$ cat src/rtl/demux1_16_deser_pkg.sv
// Shared widths and FSM state encodings for the 1:16 serial-to-parallel deserializer.
package demux1_16_deser_pkg;
  localparam int WORD_W = 16;
  localparam int IDX_W  = 4;

  typedef enum logic [1:0] {
    ST_IDLE    = 2'd0,
    ST_COLLECT = 2'd1,
    ST_HOLD    = 2'd2
  } state_t;
endpackage

$ cat src/rtl/idx_cnt4.sv
// 4-bit up/down index counter with synchronous load and a terminal-count flag.
module idx_cnt4
  import demux1_16_deser_pkg::*;
#(
  parameter logic [IDX_W-1:0] RST_VAL = '0
) (
  input  logic             clk,
  input  logic             rst,
  input  logic             load,
  input  logic [IDX_W-1:0] load_val,
  input  logic             en,
  input  logic             up,
  output logic [IDX_W-1:0] cnt,
  output logic             tc
);

  always_ff @(posedge clk or posedge rst) begin
    if (rst)       cnt <= RST_VAL;
    else if (load) cnt <= load_val;
    else if (en)   cnt <= up ? cnt + 4'd1 : cnt - 4'd1;
  end

  assign tc = up ? (cnt == 4'hF) : (cnt == 4'h0);

endmodule

$ cat src/rtl/demux1_16_deser.sv
// Collects 16 handshaked serial bits into a word and hands it to a valid/ready output register.
//
//   state      | meaning
//   -----------+-----------------------------------------------------------
//   ST_IDLE    | waiting for start, din not accepted
//   ST_COLLECT | accepting bits into shreg[sel]
//   ST_HOLD    | full word in shreg, waiting for the output register to free
module demux1_16_deser
  import demux1_16_deser_pkg::*;
#(
  parameter int LSB_FIRST = 0
) (
  input  logic              clk,
  input  logic              rst,
  input  logic              start,
  input  logic              din,
  input  logic              din_valid,
  output logic              din_ready,
  output logic [IDX_W-1:0]  sel,
  output logic [WORD_W-1:0] op,
  output logic              op_valid,
  input  logic              op_ready,
  output logic              busy
);

  localparam logic             COUNT_UP  = (LSB_FIRST != 0);
  localparam logic [IDX_W-1:0] START_IDX = COUNT_UP ? 4'd0 : 4'd15;

  state_t              state, state_next;
  logic [WORD_W-1:0]   shreg, word_next;
  logic                cnt_load, cnt_en, bit_we, xfer, last_idx, out_free;

  // Wrap-around after the final index lands the counter back on START_IDX.
  idx_cnt4 #(.RST_VAL(START_IDX)) u_idx (
    .clk      (clk),
    .rst      (rst),
    .load     (cnt_load),
    .load_val (START_IDX),
    .en       (cnt_en),
    .up       (COUNT_UP),
    .cnt      (sel),
    .tc       (last_idx)
  );

  assign out_free  = !op_valid || op_ready;
  assign din_ready = (state == ST_COLLECT);
  assign busy      = (state != ST_IDLE);

  always_comb begin
    state_next = state;
    cnt_load   = 1'b0;
    cnt_en     = 1'b0;
    bit_we     = 1'b0;
    xfer       = 1'b0;
    case (state)
      ST_IDLE: begin
        if (start) begin
          state_next = ST_COLLECT;
          cnt_load   = 1'b1;
        end
      end
      ST_COLLECT: begin
        if (start) begin
          cnt_load = 1'b1;
        end else if (din_valid) begin
          bit_we = 1'b1;
          cnt_en = 1'b1;
          if (last_idx) begin
            if (out_free) begin
              xfer       = 1'b1;
              state_next = ST_IDLE;
            end else begin
              state_next = ST_HOLD;
            end
          end
        end
      end
      ST_HOLD: begin
        if (out_free) begin
          xfer       = 1'b1;
          state_next = ST_IDLE;
        end
      end
      default: state_next = ST_IDLE;
    endcase
  end

  always_comb begin
    word_next = shreg;
    if (bit_we) word_next[sel] = din;
  end

  always_ff @(posedge clk or posedge rst) begin
    if (rst) begin
      state <= ST_IDLE;
      shreg <= '0;
    end else begin
      state <= state_next;
      shreg <= word_next;
    end
  end

  // A transfer on the same edge as a consume keeps op_valid high with the new word.
  always_ff @(posedge clk or posedge rst) begin
    if (rst) begin
      op       <= '0;
      op_valid <= 1'b0;
    end else if (xfer) begin
      op       <= word_next;
      op_valid <= 1'b1;
    end else if (op_ready) begin
      op_valid <= 1'b0;
    end
  end

endmodule

$ cat config.mk
export PLATFORM = sky130hd
export DESIGN_NAME = demux1_16_deser
export DESIGN_NICKNAME = d
export VERILOG_FILES = /design/src/rtl/demux1_16_deser_pkg.sv /design/src/rtl/idx_cnt4.sv /design/src/rtl/demux1_16_deser.sv
export SDC_FILE = /design/constraint.sdc
export NUM_CORES = 1
export LEC_CHECK = 0
export CORE_MARGIN = 2
export CORE_UTILIZATION = 50
export CTS_BUF_LIST = sky130_fd_sc_hd__clkbuf_4
export CTS_CLUSTER_SIZE = 28
export DETAILED_ROUTE_END_ITERATION = 7
export PLACE_DENSITY = 0.75
export SYNTH_ARGS = -nofsm -noshare
export SYNTH_HDL_FRONTEND = slang
export SYNTH_SLANG_ARGS = --single-unit
$ cat constraint.sdc
create_clock -name clk -period 5.85 [get_ports clk]
set_input_delay 0.585 -clock clk [delete_from_list [all_inputs] [get_ports clk]]
set_output_delay 0.585 -clock clk [all_outputs]
set_load 0.005 [all_outputs]
### Word level (Yosys, flattened, before mapping)

Index checks and enable logic that the tools add are counted.
Widths: inputs -> output; s select.

| storage, ports and cells | value |
|---|---|
| bits in registers | 39 |
| input bits | 6 |
| output and inout port bits | 23 |

| cells by class | value |
|---|---|
| add/sub/neg operators | 1 |
| $lt $le $gt $ge | 2 |
| equality and inequality tests | 7 |
| muxes and demuxes | 25 |
| reduce and logical (&&, ||, !) cells | 10 |

Operators with widths:

| operator | count |
|---|---|
| $bwmux 16 | 1 |
| $mux 16 | 1 |
| $mux 1 | 12 |
| $mux 2 | 6 |
| $mux 4 | 2 |
| $ne 2x2->1 const B | 4 |
| $pmux 2 s3 | 1 |
| $reduce_bool 2->1 | 3 |
| $lt 4x5->1 const B | 1 |
| $reduce_and 5->1 | 1 |
| $demux 1 s4 | 1 |
| $ge 4x1->1 const B | 1 |
| $logic_not 4->1 | 1 |
| $sub 4x1->4 const B | 1 |
| $eq 2x1->1 const B | 1 |
| $eq 2x2->1 const B | 1 |
| $logic_not 2->1 | 1 |
| $ne 2x1->1 const B | 1 |
| $pmux 1 s2 | 1 |
| $reduce_or 2->1 | 1 |
| $logic_and 1x1->1 | 1 |
| $logic_not 1->1 | 1 |
| $logic_or 1x1->1 | 1 |

### Depth between registers and ports, before layout

Gate-level depths: netlist of the first run.

| logic depth | value |
|---|---|
| depth after elaboration | 8 |
| depth in mapped cells | 9 |
| mapped depth without buffers | 6 |

### Hierarchy

Synthesis of the first run repeated with hierarchy kept, for this count alone.

| second synthesis, totals | value |
|---|---|
| cells, all modules | 158 |
| area, all modules | 2004.4 um2 |

Modules (own cells, without submodules):

| module | times used | cells an instance | area an instance (um2) | seq. area each (um2) |
|---|---|---|---|---|
| demux1_16_deser | 1 | 122 | 1647.8 | 875.8 |
| idx_cnt4 | 1 | 36 | 356.6 | 105.1 |

### Worst setup path after synthesis of the first run

Ideal clock, no wire load.

| timing | value |
|---|---|
| path kind | register -> register |
| start point | reg state[1] |
| end point | reg op[0] |
| library setup time | 125 ps |
| arrival time | 1774 ps |
| required time | 5725 ps |
| slack | 3951 ps |
| stages on the path, launching flop included | 10 |
| clock period less this slack | 1899 ps |
| cell sequence | dfrtp_1 -> inv_1 -> ha_1 -> clkbuf_2 -> nand4b_4 -> nor3_2 -> o21a_1 -> buf_6 -> buf_12 -> mux2_4 |

| between the ends | value |
|---|---|
| cells in the longest elaborated chain, start to end | 3 |
| elaborated cells between the ends (all ways) | 5 |
| those cells by class | eq/ne (2); mux (3) |

RTL lines:

| what | line | text |
|---|---|---|
| start, declared | demux1_16_deser.sv:29 | `state_t state, state_next;` |
| start signal, assigned | demux1_16_deser.sv:98 | `state <= state_next;` |
| $eq 2x1->1 (*) | -- |  |
| via din_ready | demux1_16_deser.sv:18 | `output logic din_ready,` |
| $mux 1 | demux1_16_deser.sv:55 | `case (state)` |
| $mux 16 | demux1_16_deser.sv:90 | `if (bit_we) word_next[sel] = din;` |
| end signal, assigned | demux1_16_deser.sv:109 | `op <= word_next;` |
| end, declared | demux1_16_deser.sv:20 | `output logic [WORD_W-1:0] op,` |

Mark *: on every way through the listed nets, which the timed path passes. The rest lies on a longest branch.
A chain may end at the register's enable or synchronous reset.

### Worst setup path after layout of the first run

| timing | value |
|---|---|
| start point | reg state[1] |
| end point | reg op[1] |

| between the ends | value |
|---|---|
| cells in the longest elaborated chain, start to end | 3 |
| elaborated cells between the ends (all ways) | 5 |
| those cells by class | eq/ne (2); mux (3) |

RTL lines:

| what | line |
|---|---|
| $eq 2x1->1 | demux1_16_deser.sv:55 |
| $mux 1 | demux1_16_deser.sv:55 |
| $mux 16 | demux1_16_deser.sv:90 |

Parallel ways exist; a longest one is shown, timed or not.

==> results of run 1 <==
==> critical path: stages, from the launching register on <==
cell      delay (ns)
dfrtp_1         0.42
inv_1           0.11
ha_1            0.37
nand4b_4        0.19
nor3_2          0.17
o21a_1          0.70
mux2_2          0.42
==> cell usage in the layout (no fill, tap or decap) <==
| cell | n |
|---|---|
| nor3_2 | 1 |
| nor2b_1 | 2 |
| mux2i_1 | 1 |
| inv_1 | 6 |
| dfrtp_1 | 35 |
| nor3_1 | 3 |
| xor2_1 | 1 |
| ha_1 | 7 |
| nand2_1 | 7 |
| nand4b_1 | 3 |
| clkdlybuf4s50_1 | 28 |
| nor4_1 | 1 |
| a31oi_1 | 2 |
| buf_4 | 1 |
| nand4b_4 | 1 |
| o21a_1 | 1 |
| xnor2_1 | 2 |
| or2_2 | 1 |
| nor2_1 | 12 |
| nand3b_1 | 2 |
| o31ai_1 | 1 |
| mux2_2 | 23 |
| mux2_4 | 9 |
| o21ai_0 | 1 |
| dfstp_2 | 4 |
| clkbuf_4 | 6 |
| nand2b_1 | 2 |
| bufinv_16 | 2 |
| o211ai_1 | 2 |
==> cell type report <==
type | count | area, sq um
Clock buffer | 6 | 45.0
Clock inverter | 2 | 60.1
Fill cell | 263 | 1200
Inverter | 6 | 22.5
Multi-Input combinational cell | 85 | 764
Sequential cell | 39 | 981
Tap cell | 46 | 57.6
Timing Repair Buffer | 29 | 288
==> final timing paths <==
kind                                end  slack [ns]  startpoint  cells after the start
max                               op[1]        3.37    state[1]                      6
min in group asynchronous      op_valid        0.64         rst                      3
min                            shreg[1]        0.51    shreg[1]                      1
min reg2reg                    shreg[1]        0.51    shreg[1]                      1
max reg2reg                       op[1]        3.37    state[1]                      6
max in group asynchronous  u_idx.cnt[0]        4.85         rst                      3
==> report_power, final <==
part / leakage (nW) / total [mW] / switching [mW] / internal (mW)
Clock: 0.0559 / 0.222 / 0.0843 / 0.138
Sequential: 0.524 / 0.314 / 0.0158 / 0.298
Combinational: 0.463 / 0.138 / 0.0706 / 0.0676
Total: 1.04 / 0.674 / 0.171 / 0.503
==> cells by family after synthesis <==
| group | share of synthesized area |
|---|---|
| DFF | 0.537 |
| and+or+nand+nor | 0.109 |
| muxes | 0.221 |
| buffers and inverters | 0.0445 |
| AOI/OAI and AO/OA | 0.0260 |
| adders and majority gates | 0.0479 |
| xor gates and xnor gates | 0.0144 |
==> state kept, by name (all words and copies together) (netlist names) <==
signal / flops
u_idx.cnt: 4
shreg: 16
op_valid: 1
state: 2
op: 16
==> cell usage after synthesis <==
library cell  instances  area share
mux2i_1               1      0.0055
nand4b_1              3       0.014
o21ai_0               1      0.0027
dfstp_2               4       0.058
buf_4                 1      0.0041
inv_1                 6       0.012
nor4_1                1      0.0034
ha_1                  7       0.048
clkbuf_1              1      0.0021
nand2b_1              2      0.0068
o211ai_1              2      0.0082
or2_2                 1      0.0034
nor3_1                3      0.0082
nor2_1               12       0.025
mux2_2               23        0.14
clkbuf_2              1      0.0027
o31ai_1               1      0.0041
buf_12                1       0.011
nor2b_1               2      0.0068
nand3b_1              2      0.0082
xor2_1                1      0.0048
nand4b_4              1       0.013
xnor2_1               2      0.0096
nand2_1               7       0.014
dfrtp_1              35        0.48
mux2_4                9       0.074
o21a_1                1      0.0041
a31oi_1               2      0.0068
nor3_2                1      0.0055
buf_6                 2       0.012
==> metrics by stage <==
step	worst slack, ns	power, mW	cells	util	hold WS [ns]
6_report	3.37	0.674	213	0.649	0.510
5_1_grt	3.16	0.711	213	0.649	0.531
4_1_cts	3.33	0.682	213	0.649	0.512
3_5_place_dp	3.00	0.455	205	0.619	0.488
3_3_place_gp	3.09	0.448	205	0.619	0.477
2_1_floorplan	3.95	0.402	136	-	0.468
==> metal layers <==
layer,share of wire,wire [microns]
met1,0.44,1380
met2,0.48,1510
met3,0.040,126
met4,0.034,107
met5,0,0
==> results.json, run 1 <==
{
  "status": "completed",
  "met2_usage": 0.286,
  "yosys_warnings": 0,
  "cap_violations": 0,
  "gr-usage-met1": 0.224,
  "final_max_slew_viol_count": 0,
  "rows": 21,
  "leakagePower_nw": 1.04,
  "insertion_delay_ns": 0.34,
  "grt_usage": 0.180,
  "htree_levels": 2,
  "clk_path_buf_depth": 2,
  "drt-pass1-iter-count": 4,
  "syn_area_sq_mm": 0.00183,
  "vias_per_cell": 5.28,
  "crit_type": "reg -> reg",
  "met3_usage": 0.0521,
  "finalSetupViolations": 0,
  "fmax_mhz": 403,
  "required_ns": 6.09,
  "die_y_microns": 64.4,
  "cts_tree": "built",
  "arrival_ns": 2.72,
  "ctsHoldBuffers": 0,
  "rsz0062_at_grt": "false",
  "grt_pass1_vias": 1205,
  "layout.nets": 179,
  "hold_class": "reg -> reg",
  "syn-num-nets": 149,
  "fin_crit_ns": 2.48,
  "relSlewSlack": 0.436,
  "grt_max_degree": 40,
  "post-dp-hpwl_microns": 2210,
  "ioPinCount": 29,
  "fin_skew_ns": 0.0114,
  "ys_types": 30,
  "route.detailed.drc": 0,
  "end_kind": "flop",
  "synth_cells": 136,
  "cp_max_fo": 17,
  "peakVddDrop_v": 0.000214,
  "start_util": 0.535,
  "cts_buffers": 5,
  "ys_seq_area_frac": 0.537,
  "yosys_register_bits": 39,
  "syn_avg_cell_area_sq_um": 13.4,
  "busiest_layer": "met2",
  "wl_microns": 3120,
  "post-cts-setup-buffers": 0,
  "tns_ns": 0,
  "final_antenna_net_count": 0,
  "drive_above_1_share": 0.287,
  "cts_resized": 0,
  "area_growth_pct": 21.4,
  "tightest_slew_ns": 0.846,
  "placed_area_sq_mm": 0.00211,
  "gp_congestion": 0.749,
  "antenna_found_initial": 0,
  "p_per_area_mw_per_mm2": 304,
  "cts.sinks": 39,
  "clk_pin_slew_ns": 0.11,
  "num_vias": 1125,
  "grt_pass1_wl_microns": 5610,
  "diodes": 0,
  "cp-start-kind": "flop",
  "drtIter0Drc": 36,
  "core-area_sq_mm": 0.00342,
  "port_buffers": 28,
  "die_x_microns": 64.4,
  "wl_per_cell_microns": 14.7,
  "hold_violations": 0,
  "overflow": 0,
  "fp.dieArea_sq_mm": 0.00415,
  "final_area_sq_mm": 0.00222,
  "cts-root-buf": "clkbuf_4",
  "min_period_over_period": 0.424
}
(Power assumes the default switching activity.)
==> run 2, diff against run 1 <==
- PLACE_DENSITY: 0.75 -> 0.78
- clock period: 5.85 -> 2.1 ns (I/O delays scaled with it)
==> results.json, run 2 (synthesis results as in run 1) <==
{
  "fin_skew_ns": 0.0116,
  "diodes": 0,
  "peakVddDrop_v": 0.000470,
  "cp_max_fo": 5,
  "seq_area_sq_um": 981,
  "insertion_delay_ns": 0.34,
  "layout_common_cells": "dfrtp_1, clkdlybuf4s50_1, mux2_2",
  "relSlewSlack": 0.685,
  "cap_violations": 0,
  "cts_tree": "built",
  "fin_crit_ns": 1.98,
  "reg_top3": "op (16), shreg (16), u_idx.cnt (4)",
  "post-dp-hpwl_microns": 2420,
  "port_buffers": 28,
  "cpMaxStageDelayCell": "dfrtp_1",
  "wl_microns": 3430,
  "end_kind": "flop",
  "core-area_sq_mm": 0.00342,
  "tns_ns": 0,
  "overflow": 0,
  "cp_common_cell": "mux2_2",
  "layout.nets": 185,
  "vias_per_cell": 5.26,
  "p_total_mw": 1.67,
  "status": "completed",
  "slowest_delay_ns": 0.41,
  "drive_above_1_share": 0.324,
  "path_cells": "inv_1 > ha_2 > nand4b_1 > nor3_1 > mux2_2 > mux2_2",
  "rsz0062_at_grt": "false",
  "fp.dieArea_sq_mm": 0.00415,
  "clk_pin_slew_ns": 0.12,
  "cts-root-buf": "clkbuf_4",
  "leakagePower_nw": 1.05,
  "r2r_slack_ns": 0.12,
  "fmax_mhz": 505,
  "rows": 21,
  "hold_class": "in -> async",
  "dp_cells": 210,
  "nFillCells": 282,
  "hold_violations": 0,
  "grt_pass1_wl_microns": 6020,
  "route.detailed.drc": 0,
  "grt_max_degree": 40,
  "antenna_found_initial": 0,
  "final_cells": 219,
  "cp-start-kind": "flop",
  "cts_buffers": 5,
  "crit_end": "op[2]",
  "cts.sinks": 39,
  "r2r-start": "state[1]",
  "die_y_microns": 64.4,
  "grt_pass1_vias": 1246,
  "wl_per_cell_microns": 15.7,
  "grt_usage": 0.193,
  "final_common_cell": "dfrtp_1",
  "drt-pass1-iter-count": 4,
  "min_period_over_period": 0.942,
  "gp_congestion": 0.780,
  "ioPinCount": 29,
  "multi_input_area_sq_um": 772,
  "area_growth_pct": 22.4,
  "rr_worst_depth": 6,
  "start_util": 0.535,
  "crit_type": "reg -> reg",
  "drtIter0Drc": 54,
  "num_vias": 1153,
  "die_x_microns": 64.4,
  "tightest_slew_ns": 0.467,
  "required_ns": 2.33,
  "p_per_area_mw_per_mm2": 745,
  "r2r_end": "op[2]",
  "arrival_ns": 2.21,
  "htree_levels": 2,
  "clk_path_buf_depth": 2,
  "final_max_slew_viol_count": 0,
  "cp-startpoint": "state[1]",
  "finalSetupViolations": 0,
  "final_antenna_net_count": 0
}
run 2: per-layer routing:
metal | wire length, microns | vias to the layer above | GRT usage
li1 | - | 536 | -
met5 | 0 | - | 0
met2 | 1740 | 23 | 0.326
met3 | 128 | 5 | 0.0608
met4 | 43 | 0 | 0.0559
met1 | 1520 | 589 | 0.238
run 2: report_power, final:
part,internal [mW],switching (mW),total [mW]
Sequential,0.830,0.0470,0.877
Combinational,0.206,0.198,0.404
Clock,0.142,0.243,0.385
run 2: critical path: cells and delay by family, from the launching register on:
family | cells | cell delay [ns]
buffers and inverters | 1 | 0.11
flip-flops | 1 | 0.41
adder cells (fa/ha/maj) | 1 | 0.25
multiplexers | 2 | 0.65
AND/OR/NAND/NOR | 2 | 0.46
run 2: worst min-delay path by stage:
stage,to,slack (ns)
after floorplan,shreg[15],0.37
after global placement,shreg[4],0.48
after detailed placement,shreg[5],0.49
after CTS,shreg[8],0.29
after global routing,shreg[10],0.31
final,shreg[2],0.28
run 2: through the flow:
stage               utilization  cell area (sq um)  setup WS (ns)  hold WS, ns
global placement          0.633               2160         0.0246        0.481
detailed placement        0.633               2160      -0.000953        0.486
floorplan                     -               1830          0.201        0.374
CTS                       0.650               2220         0.0869        0.291
global route              0.655               2240         0.0273        0.307
finish                    0.655               2240          0.121        0.283
run 2: layout make-up:
class                      instances  area share
clock buffer                       6      0.0201
clock inverter                     2     0.00560
inverter                           6      0.0101
multi-input combinational         85       0.345
sequential                        39       0.439
tap                               46      0.0257
timing repair buffer              35       0.154
run 2: what timing repair did:
action                                  in CTS  in global routing
hold buffers                                 0                  0
endpoints found under the setup margin       0                  4
gates resized for setup                      0                  2
setup buffers                                0                  1
